[config.mk]
export PLATFORM = sky130hd
export DESIGN_NAME = stream_decoder
export DESIGN_NICKNAME = d
export VERILOG_FILES = /design/src/rtl/stream_decoder_pkg.sv /design/src/rtl/stream_decoder_bin2onehot.sv /design/src/rtl/stream_decoder.sv
export SDC_FILE = /design/constraint.sdc
export NUM_CORES = 1
export LEC_CHECK = 0
export ABC_CLOCK_PERIOD_IN_PS = 1500
export BUFFER_PORTS_ARGS = -buffer_cell sky130_fd_sc_hd__buf_2
export CORE_MARGIN = 1.5
export CORE_UTILIZATION = 47
export CTS_CLUSTER_SIZE = 10
export DETAILED_ROUTE_END_ITERATION = 7
export HOLD_SLACK_MARGIN = 0.02
export MAX_ROUTING_LAYER = met4
export PLACE_DENSITY = 0.71
export REMOVE_ABC_BUFFERS = 1
export SLEW_MARGIN = 20
export SYNTH_ARGS = -nofsm -noshare
export SYNTH_HDL_FRONTEND = slang
export SYNTH_SLANG_ARGS = --single-unit
[constraint.sdc]
create_clock -name clk -period 1.5 [get_ports clk]
set_clock_uncertainty 0.1 [all_clocks]
set_input_delay 0.075 -clock clk [delete_from_list [all_inputs] [get_ports clk]]
set_output_delay 0.075 -clock clk [all_outputs]
set_load 0.005 [all_outputs]
[src/rtl/stream_decoder_pkg.sv]
// Shared definitions for the stream decoder: default widths and FSM state encoding.
package stream_decoder_pkg;

  localparam int SEL_W_DEF = 2;
  localparam int CNT_W_DEF = 8;

  typedef enum logic [1:0] {
    ST_EMPTY = 2'd0,
    ST_ONE   = 2'd1,
    ST_TWO   = 2'd2
  } state_t;

endpackage

[src/rtl/stream_decoder_bin2onehot.sv]
// Purely combinational binary-to-one-hot decode with an enable that forces all zeros.
module bin2onehot #(
  parameter int SEL_W = 2
) (
  input  logic [SEL_W-1:0]      code,
  input  logic                  en,
  output logic [(1<<SEL_W)-1:0] onehot
);

  always_comb begin
    onehot = '0;
    if (en) onehot[code] = 1'b1;
  end

endmodule

[src/rtl/stream_decoder.sv]
// Registered binary-to-one-hot decoder with a 2-entry skid buffer and delivered-word counter.
module stream_decoder
  import stream_decoder_pkg::*;
#(
  parameter int SEL_W = SEL_W_DEF,
  parameter int CNT_W = CNT_W_DEF
) (
  input  logic                  clk,
  input  logic                  rst_n,
  input  logic                  in_valid,
  output logic                  in_ready,
  input  logic [SEL_W-1:0]      in_code,
  input  logic                  in_en,
  output logic                  out_valid,
  input  logic                  out_ready,
  output logic [(1<<SEL_W)-1:0] out_onehot,
  output logic [SEL_W-1:0]      out_code,
  output logic [CNT_W-1:0]      out_count,
  output state_t                state
);

  localparam int DEC_W = 1 << SEL_W;

  // Handshake rule: a word moves only in a cycle where valid and ready are both
  // high at the rising edge; in_ready is a flop so it never follows out_ready.
  state_t             state_q, state_d;
  logic               in_ready_q;
  logic [DEC_W-1:0]   out_word_q, skid_word_q, in_word;
  logic [SEL_W-1:0]   out_code_q, skid_code_q;
  logic [CNT_W-1:0]   count_q;
  logic               accept, deliver;

  bin2onehot #(.SEL_W(SEL_W)) u_dec (
    .code   (in_code),
    .en     (in_en),
    .onehot (in_word)
  );

  assign accept  = in_valid & in_ready_q;
  assign deliver = out_valid & out_ready;

  always_ff @(posedge clk or negedge rst_n) begin
    if (!rst_n) begin
      state_q    <= ST_EMPTY;
      in_ready_q <= 1'b1;
    end else begin
      state_q    <= state_d;
      in_ready_q <= (state_d != ST_TWO);
    end
  end

  always_comb begin
    state_d = state_q;
    case (state_q)
      ST_EMPTY: if (accept) state_d = ST_ONE;
      ST_ONE: begin
        if (accept && !deliver)      state_d = ST_TWO;
        else if (!accept && deliver) state_d = ST_EMPTY;
      end
      ST_TWO:  if (deliver) state_d = ST_ONE;
      default: state_d = ST_EMPTY;
    endcase
  end

  always_comb begin
    out_valid  = (state_q != ST_EMPTY);
    in_ready   = in_ready_q;
    out_onehot = out_word_q;
    out_code   = out_code_q;
    out_count  = count_q;
    state      = state_q;
  end

  // Output register loads a fresh word when it is free or being vacated; the skid
  // register only captures when the output register is busy and stays busy.
  always_ff @(posedge clk or negedge rst_n) begin
    if (!rst_n) begin
      out_word_q  <= '0;
      out_code_q  <= '0;
      skid_word_q <= '0;
      skid_code_q <= '0;
    end else begin
      case (state_q)
        ST_EMPTY: if (accept) begin
          out_word_q <= in_word;
          out_code_q <= in_code;
        end
        ST_ONE: begin
          if (accept && deliver) begin
            out_word_q <= in_word;
            out_code_q <= in_code;
          end else if (accept) begin
            skid_word_q <= in_word;
            skid_code_q <= in_code;
          end
        end
        ST_TWO: if (deliver) begin
          out_word_q <= skid_word_q;
          out_code_q <= skid_code_q;
        end
        default: ;
      endcase
    end
  end

  always_ff @(posedge clk or negedge rst_n) begin
    if (!rst_n)       count_q <= '0;
    else if (deliver) count_q <= count_q + CNT_W'(1);
  end

endmodule

==> reports/results.ini, run 1 <==
[floorplan]
core_um2 = 2212
io_pins = 25
rows = 17
die_area_um2 = 2648
die_h_um = 51.46
die_w_um = 51.46
start_util_pct = 49.89

[synth]
yosysUniqueCellTypes = 31
syn_area_per_cell_um2 = 12.98
ys_seq_elements = 23
synth_enable_flop_cells = 0
yosys_warnings = 0
ys_seq_area_share_pct = 52.27
synth_area_leaders = dfrtp_1 50%, mux2_2 18%, xnor2_1 3.2%
synth_top_area_share_pct = 49.89
synth_flop_cell = dfrtp_1
syn_area_um2 = 1104
synthArstFlopShare_pct = 100.0
synth_cells = 85
synth_area_leader_cell = dfrtp_1

[min_path]
hold_class = in2reg

[timing]
fin_ws_ns = -0.04450
finalCritPeriodShare_pct = 103.0
final_hold_viol_count = 0
fmaxAchievable_mhz = 647.5
finalSetupViolCount = 12
tightest_slew_ns = 0.5100
tns_ns = -0.3735
fin_crit_ns = 1.545
slew_headroom_pct = 66.00
rsz0062_at_grt = true
maxSlewViolCount = 0

[routing]
postRouteAntennaNets = 0
vias = 810
via_per_inst = 5.127
drt_pass1_iterations = 4
wl_per_cell_um = 13.92
drt-total-wl_mm = 2.200
drc_errors = 0
drtIter0Drc = 9

[critical_path]
endpoint_kind = flip-flop
cp.required_ns = 1.60
critPathMaxFanout = 6
crit_arrival_ns = 1.64
cp-start-kind = flip-flop
path_class = reg2reg

[placed_design]
dp_cells = 144
dp_hpwl_mm = 1.495
dp_slack_ns = -0.2232
finalWeightedCongestion = 0.7750
dpl_cell_area_um2 = 1310
portBuffers = 24

[power_and_ir_drop]
switching_power_uw = 737.4
pwr-share-clk_pct = 12.0
power_density_nw_per_um2 = 1537
swShare_pct = 31.76
p_seq_share_pct = 43.8
p_leak_uw = 0.0007712
ir_drop_mv = 0.9382
p_int_uw = 1584
power_frac_comb_pct = 44.2

[final_layout]
syn2layout_area_growth_pct = 36.85
fin_cells = 158
drive_above_1_share_pct = 53.85
post-route-cell-area_um2 = 1510
diodes = 0
final_nets = 139

[global_route]
grt_pass1_vias = 842
grt_overflow = 0
antenna_found_initial = 0
grt_max_degree = 24
grtUsageTotal_pct = 19.13
grt_pass1_wl_mm = 3.739

[clock_network]
clock_latency_ns = 0.30
cts_tree = yes
cts_root_buffer = clkbuf_4
cts_max_level = 1
numCtsBuffers = 3
clock-sinks = 23
clkTransAtPathRegs_ns = 0.12
clock_path_buffers = 2

[run_status]
violations = setup timing
status = finished with violations

[run]
drv_cap = 0

-- cell families after synthesis --
| group | after synthesis | share of synthesized area, % |
|---|---|---|
| and+or+nand+nor | 25 | 14.63 |
| buffers and inverters | 4 | 2.154 |
| DFF | 23 | 52.27 |
| AOI/OAI and AO/OA | 6 | 4.988 |
| muxes | 19 | 19.27 |
| xor gates and xnor gates | 7 | 5.556 |
| adders and majority gates | 1 | 1.134 |
-- synth_stat cells, drive strengths merged (2+ instances only) --
| cell type | number |
|---|---|
| and3b | 2 |
| buf | 2 |
| dfrtp | 22 |
| inv | 2 |
| mux2 | 18 |
| nand2 | 8 |
| nand3 | 2 |
| nor3 | 2 |
| nor3b | 2 |
| o21a | 2 |
| xnor2 | 4 |
| xor2 | 3 |
-- layer usage --
metal | track usage, % | share of wire, %
met5 | - | 0
met4 | 1.316 | 0
met3 | 3.509 | 3.2
met2 | 33.76 | 51
met1 | 24.00 | 46
-- power groups by stage --
| stage | Sequential (uW) | Combinational (uW) | Clock [uW] |
|---|---|---|---|
| global route | 1050 | 1120 | 308 |
| CTS | 1010 | 980 | 290 |
| finish | 1020 | 1030 | 279 |
| detailed placement | 1010 | 810 | 0 |
| global placement | 999 | 777 | 0 |
| floorplan | 1030 | 413 | 0 |
-- critical path: stages (launching register included) --
cell     delay, ns
dfrtp_1       0.44
nor2b_4       0.22
nor3b_4       0.20
buf_6         0.17
mux2_4        0.31
-- state kept, by name (all words and copies together) (netlist names) --
name	cells
out_count	8
skid_word_q	4
out_code	2
skid_code_q	2
in_ready	1
state	2
out_onehot	4
-- timing repair --
action                     in CTS  in global routing
setup endpoints to repair      13                 15
hold buffers                    4                  0
gates resized for setup        17                  6
hold endpoints to repair       27                  0
buffers inserted                6                  0
gates cloned                    0                  0
pin swaps                       3                  1
-- metrics by stage --
| step | total power [uW] | util [%] | hold WS [ns] |
|---|---|---|---|
| final | 2322 | 68.27 | 0.03913 |
| after global routing | 2477 | 68.27 | 0.08047 |
| after CTS | 2281 | 67.08 | 0.02936 |
| after detailed placement | 1822 | 59.22 | -0.02093 |
| after global placement | 1776 | 59.22 | -0.02820 |
| after floorplan | 1441 | - | -0.3206 |
-- layout make-up --
type / instances / area (um^2)
clock buffer: 3 / 22.52
clock inverter: 1 / 5.005
fill: 192 / 701.9
inverter: 2 / 7.507
multi-input combinational: 58 / 565.5
sequential: 23 / 576.8
tap: 28 / 35.03
timing repair buffer: 43 / 297.8
-- cell usage in the layout, fill, tap and decap left out, types with 3 or more instances in the layout --
cell / Yosys / routed
buf_2: 1 / 23
dfrtp_1: 22 / 22
mux2_4: 0 / 12
buf_4: 0 / 10
nand2_1: 8 / 7
mux2_2: 18 / 6
buf_6: 1 / 6
xnor2_1: 4 / 4
dlygate4sd3_1: 0 / 4
xor2_1: 3 / 3
clkbuf_4: 0 / 3
-- path summary, 6_finish.rpt --
path                         startpoint             end  slack (ns)  cells past startpoint
setup / recovery               state[0]  skid_word_q[3]       -0.04                      4
hold / removal                 in_valid        in_ready        0.04                      3
setup reg to reg               state[0]  skid_word_q[3]       -0.04                      4
hold reg to reg            out_count[7]    out_count[7]        0.37                      1
max in group asynchronous         rst_n        in_ready        0.78                      2
min in group asynchronous         rst_n  skid_word_q[2]        0.16                      2
(Power assumes the default switching activity.)
==> run 2: changes to the inputs <==
- SETUP_SLACK_MARGIN: not set -> 0.5
==> run 2 against run 1 <==
Against the previous run:
- the run still ends with setup timing left
- non-clock buffer count rose by 17
- global-route usage is 3.4 points higher
- count of clock-buffer cells in the layout unchanged
- wire length is 34% higher
- critical path depth did not move
- sequential cell count did not move
- utilization increased by 12 points
- register-to-register slack about the same
- die area unchanged
- setup slack lost 0.0054 ns
- combinational power grew 42%
- design area up 17%
- critical endpoint is now skid_code_q[0]
==> reports/results.ini, run 2 (synthesized netlist as in run 1, its figures left out) <==
[global_route]
grt_max_degree = 24  ; unchanged
antenna_found_initial = 0  ; unchanged
grtUsageTotal_pct = 22.58  ; +3.4 points
grt_overflow = 0  ; unchanged
grt_pass1_wl_mm = 4.291  ; +15%
grt_pass1_vias = 920  ; +9.3%

[routing]
drc_errors = 0  ; unchanged
dr_wl_met2_mm = 1.511  ; +36%
via_per_inst = 5.160  ; +0.65%
drt_pass1_iterations = 4  ; unchanged
postRouteAntennaNets = 0  ; unchanged
wl_per_cell_um = 16.78  ; +21%
maxUsedRoutingLayer = met4
wl_met1_mm = 1.248  ; +23%
wl_met3_um = 129  ; +82%
drt-total-wl_mm = 2.937  ; +34%
vias = 903  ; +11%
drtIter0Drc = 14  ; +5

[clock_network]
clock-sinks = 23  ; unchanged
clock_latency_ns = 0.31  ; about the same
cts_tree = yes
cts_root_buffer = clkbuf_4
clock_path_buffers = 2  ; unchanged
clkTransAtPathRegs_ns = 0.13  ; about the same
cts_max_level = 1  ; unchanged
numCtsBuffers = 3  ; unchanged

[power_and_ir_drop]
p_seq_share_pct = 37.1  ; -6.7 points
power_frac_comb_pct = 52.5  ; +8.3 points
pwr-share-clk_pct = 10.4  ; -1.6 points
p_int_uw = 1860  ; +17%
swShare_pct = 33.21  ; +1.5 points
p_leak_uw = 0.0009063  ; +18%
switching_power_uw = 924.9  ; +25%
power_density_nw_per_um2 = 1571  ; +2.2%
ir_drop_mv = 1.083  ; +15%

[critical_path]
cp.required_ns = 1.61  ; about the same
cp-start-kind = flip-flop
critPathCapture = skid_code_q[0]
critPathLaunch = in_ready
reg2reg_depth = 4  ; unchanged
worstReg2RegEnd = skid_code_q[0]
endpoint_kind = flip-flop
path_class = reg2reg
crit_arrival_ns = 1.66  ; +0.02 ns
critPathMaxFanout = 6  ; unchanged
rr_startpoint = in_ready
reg2reg_slack_ns = -0.05  ; about the same

[placed_design]
finalWeightedCongestion = 0.7750  ; unchanged
dp_hpwl_mm = 1.495  ; unchanged
portBuffers = 24  ; unchanged
dp_cells = 144  ; unchanged
dpl_cell_area_um2 = 1310  ; unchanged

[timing]
final_hold_viol_count = 0  ; unchanged
rsz0062_at_grt = true
slew_headroom_pct = 65.51  ; -0.49 points
holdWs_ns = 0.05925  ; +0.02012 ns
maxSlewViolCount = 0  ; unchanged
finalSetupViolCount = 13  ; +1
finalCritPeriodShare_pct = 103.3  ; +0.36 points
tightest_slew_ns = 0.5174  ; +0.007385 ns
fin_ws_ns = -0.04993  ; -0.005424 ns
fmaxAchievable_mhz = 645.2  ; -0.35%
fin_crit_ns = 1.550  ; +0.005424 ns

[floorplan]
die_h_um = 51.46  ; unchanged
die_area_um2 = 2648  ; unchanged
rows = 17  ; unchanged
io_pins = 25  ; unchanged
core_um2 = 2212  ; unchanged
start_util_pct = 49.89  ; unchanged
die_w_um = 51.46  ; unchanged

[final_layout]
syn2layout_area_growth_pct = 60.66
fin_cells = 175  ; +11%
num-fill-cells = 146  ; -24%
diodes = 0  ; unchanged
drive_above_1_share_pct = 66.67  ; +13 points
post-route-cell-area_um2 = 1773  ; +17%
final_cell_mix = 20 x buf_2, 20 x dfrtp_1, 19 x buf_6
largest_reg_flops = 8  ; unchanged
final_nets = 156  ; +12%

[run_status]
status = finished with violations
violations = setup timing

[run]
drv_cap = 0  ; unchanged

[min_path]
hold_class = in2reg

-- run 2: cell count changes in the layout (fill, tap and decap cells not counted), sizes merged --
cell / before / now
buf: 39 / 56
-- run 2: area by class of cell --
cell class	instances	area, um^2	area share, %
Multi-Input combinational cell	58	641.9	36.20
Sequential cell	23	579.3	32.67
Timing Repair Buffer	60	481.7	27.17
Tap cell	28	35.03	1.976
Clock buffer	3	22.52	1.270
Inverter	2	7.507	0.4234
Clock inverter	1	5.005	0.2823
-- run 2: worst min path at each step --
stage	from	to	slack, ns	cells past startpoint
finish	in_valid	in_ready	0.06	3
global route	in_valid	in_ready	0.09	3
CTS	in_valid	in_ready	0.03	3
detailed placement	rst_n	skid_word_q[2]	-0.02	1
global placement	rst_n	skid_word_q[0]	-0.03	1
floorplan	rst_n	out_code[0]	-0.32	0
-- run 2: routing by layer --
layer  track usage (%)  vias to the layer above
li1                  -                      423
met1             26.68                      451
met2             41.03                       23
met3             4.386                        6
met4             2.632                        0
met5                 -                        -
-- run 2: power by group through the flow --
| stage | logic, uW | registers [uW] | clock network, uW |
|---|---|---|---|
| 6_report | 1460 | 1030 | 289 |
| 3_3_place_gp | 777 | 999 | 0 |
| 4_1_cts | 1220 | 1010 | 290 |
| 3_5_place_dp | 810 | 1010 | 0 |
| 5_1_grt | 1550 | 1060 | 318 |
| 2_1_floorplan | 413 | 1030 | 0 |
-- run 2: what timing repair did --
action,in CTS,in global routing
gates resized for setup,35,17
hold endpoints to repair,26,0
pin swaps,12,11
buffers inserted,16,7
hold buffers,4,0
setup endpoints to repair,41,41
-- run 2: critical path, cell delays in order, from the launching register on --
cell and delay [ns]:
dfstp_2 0.59, nand2_4 0.08, nor3b_4 0.20, buf_6 0.17
mux2_4 0.31
-- run 2: metrics by stage --
stage,total power [uW],TNS (ns),util [%],setup WS [ns]
5_1_grt,2936,-1.096,80.15,-0.1056
6_report,2785,-0.5525,80.15,-0.04993
2_1_floorplan,1441,-1.203,-,-0.1240
3_5_place_dp,1822,-2.104,59.22,-0.2232
4_1_cts,2523,-0.2723,74.60,-0.02745
3_3_place_gp,1776,-1.533,59.22,-0.1676
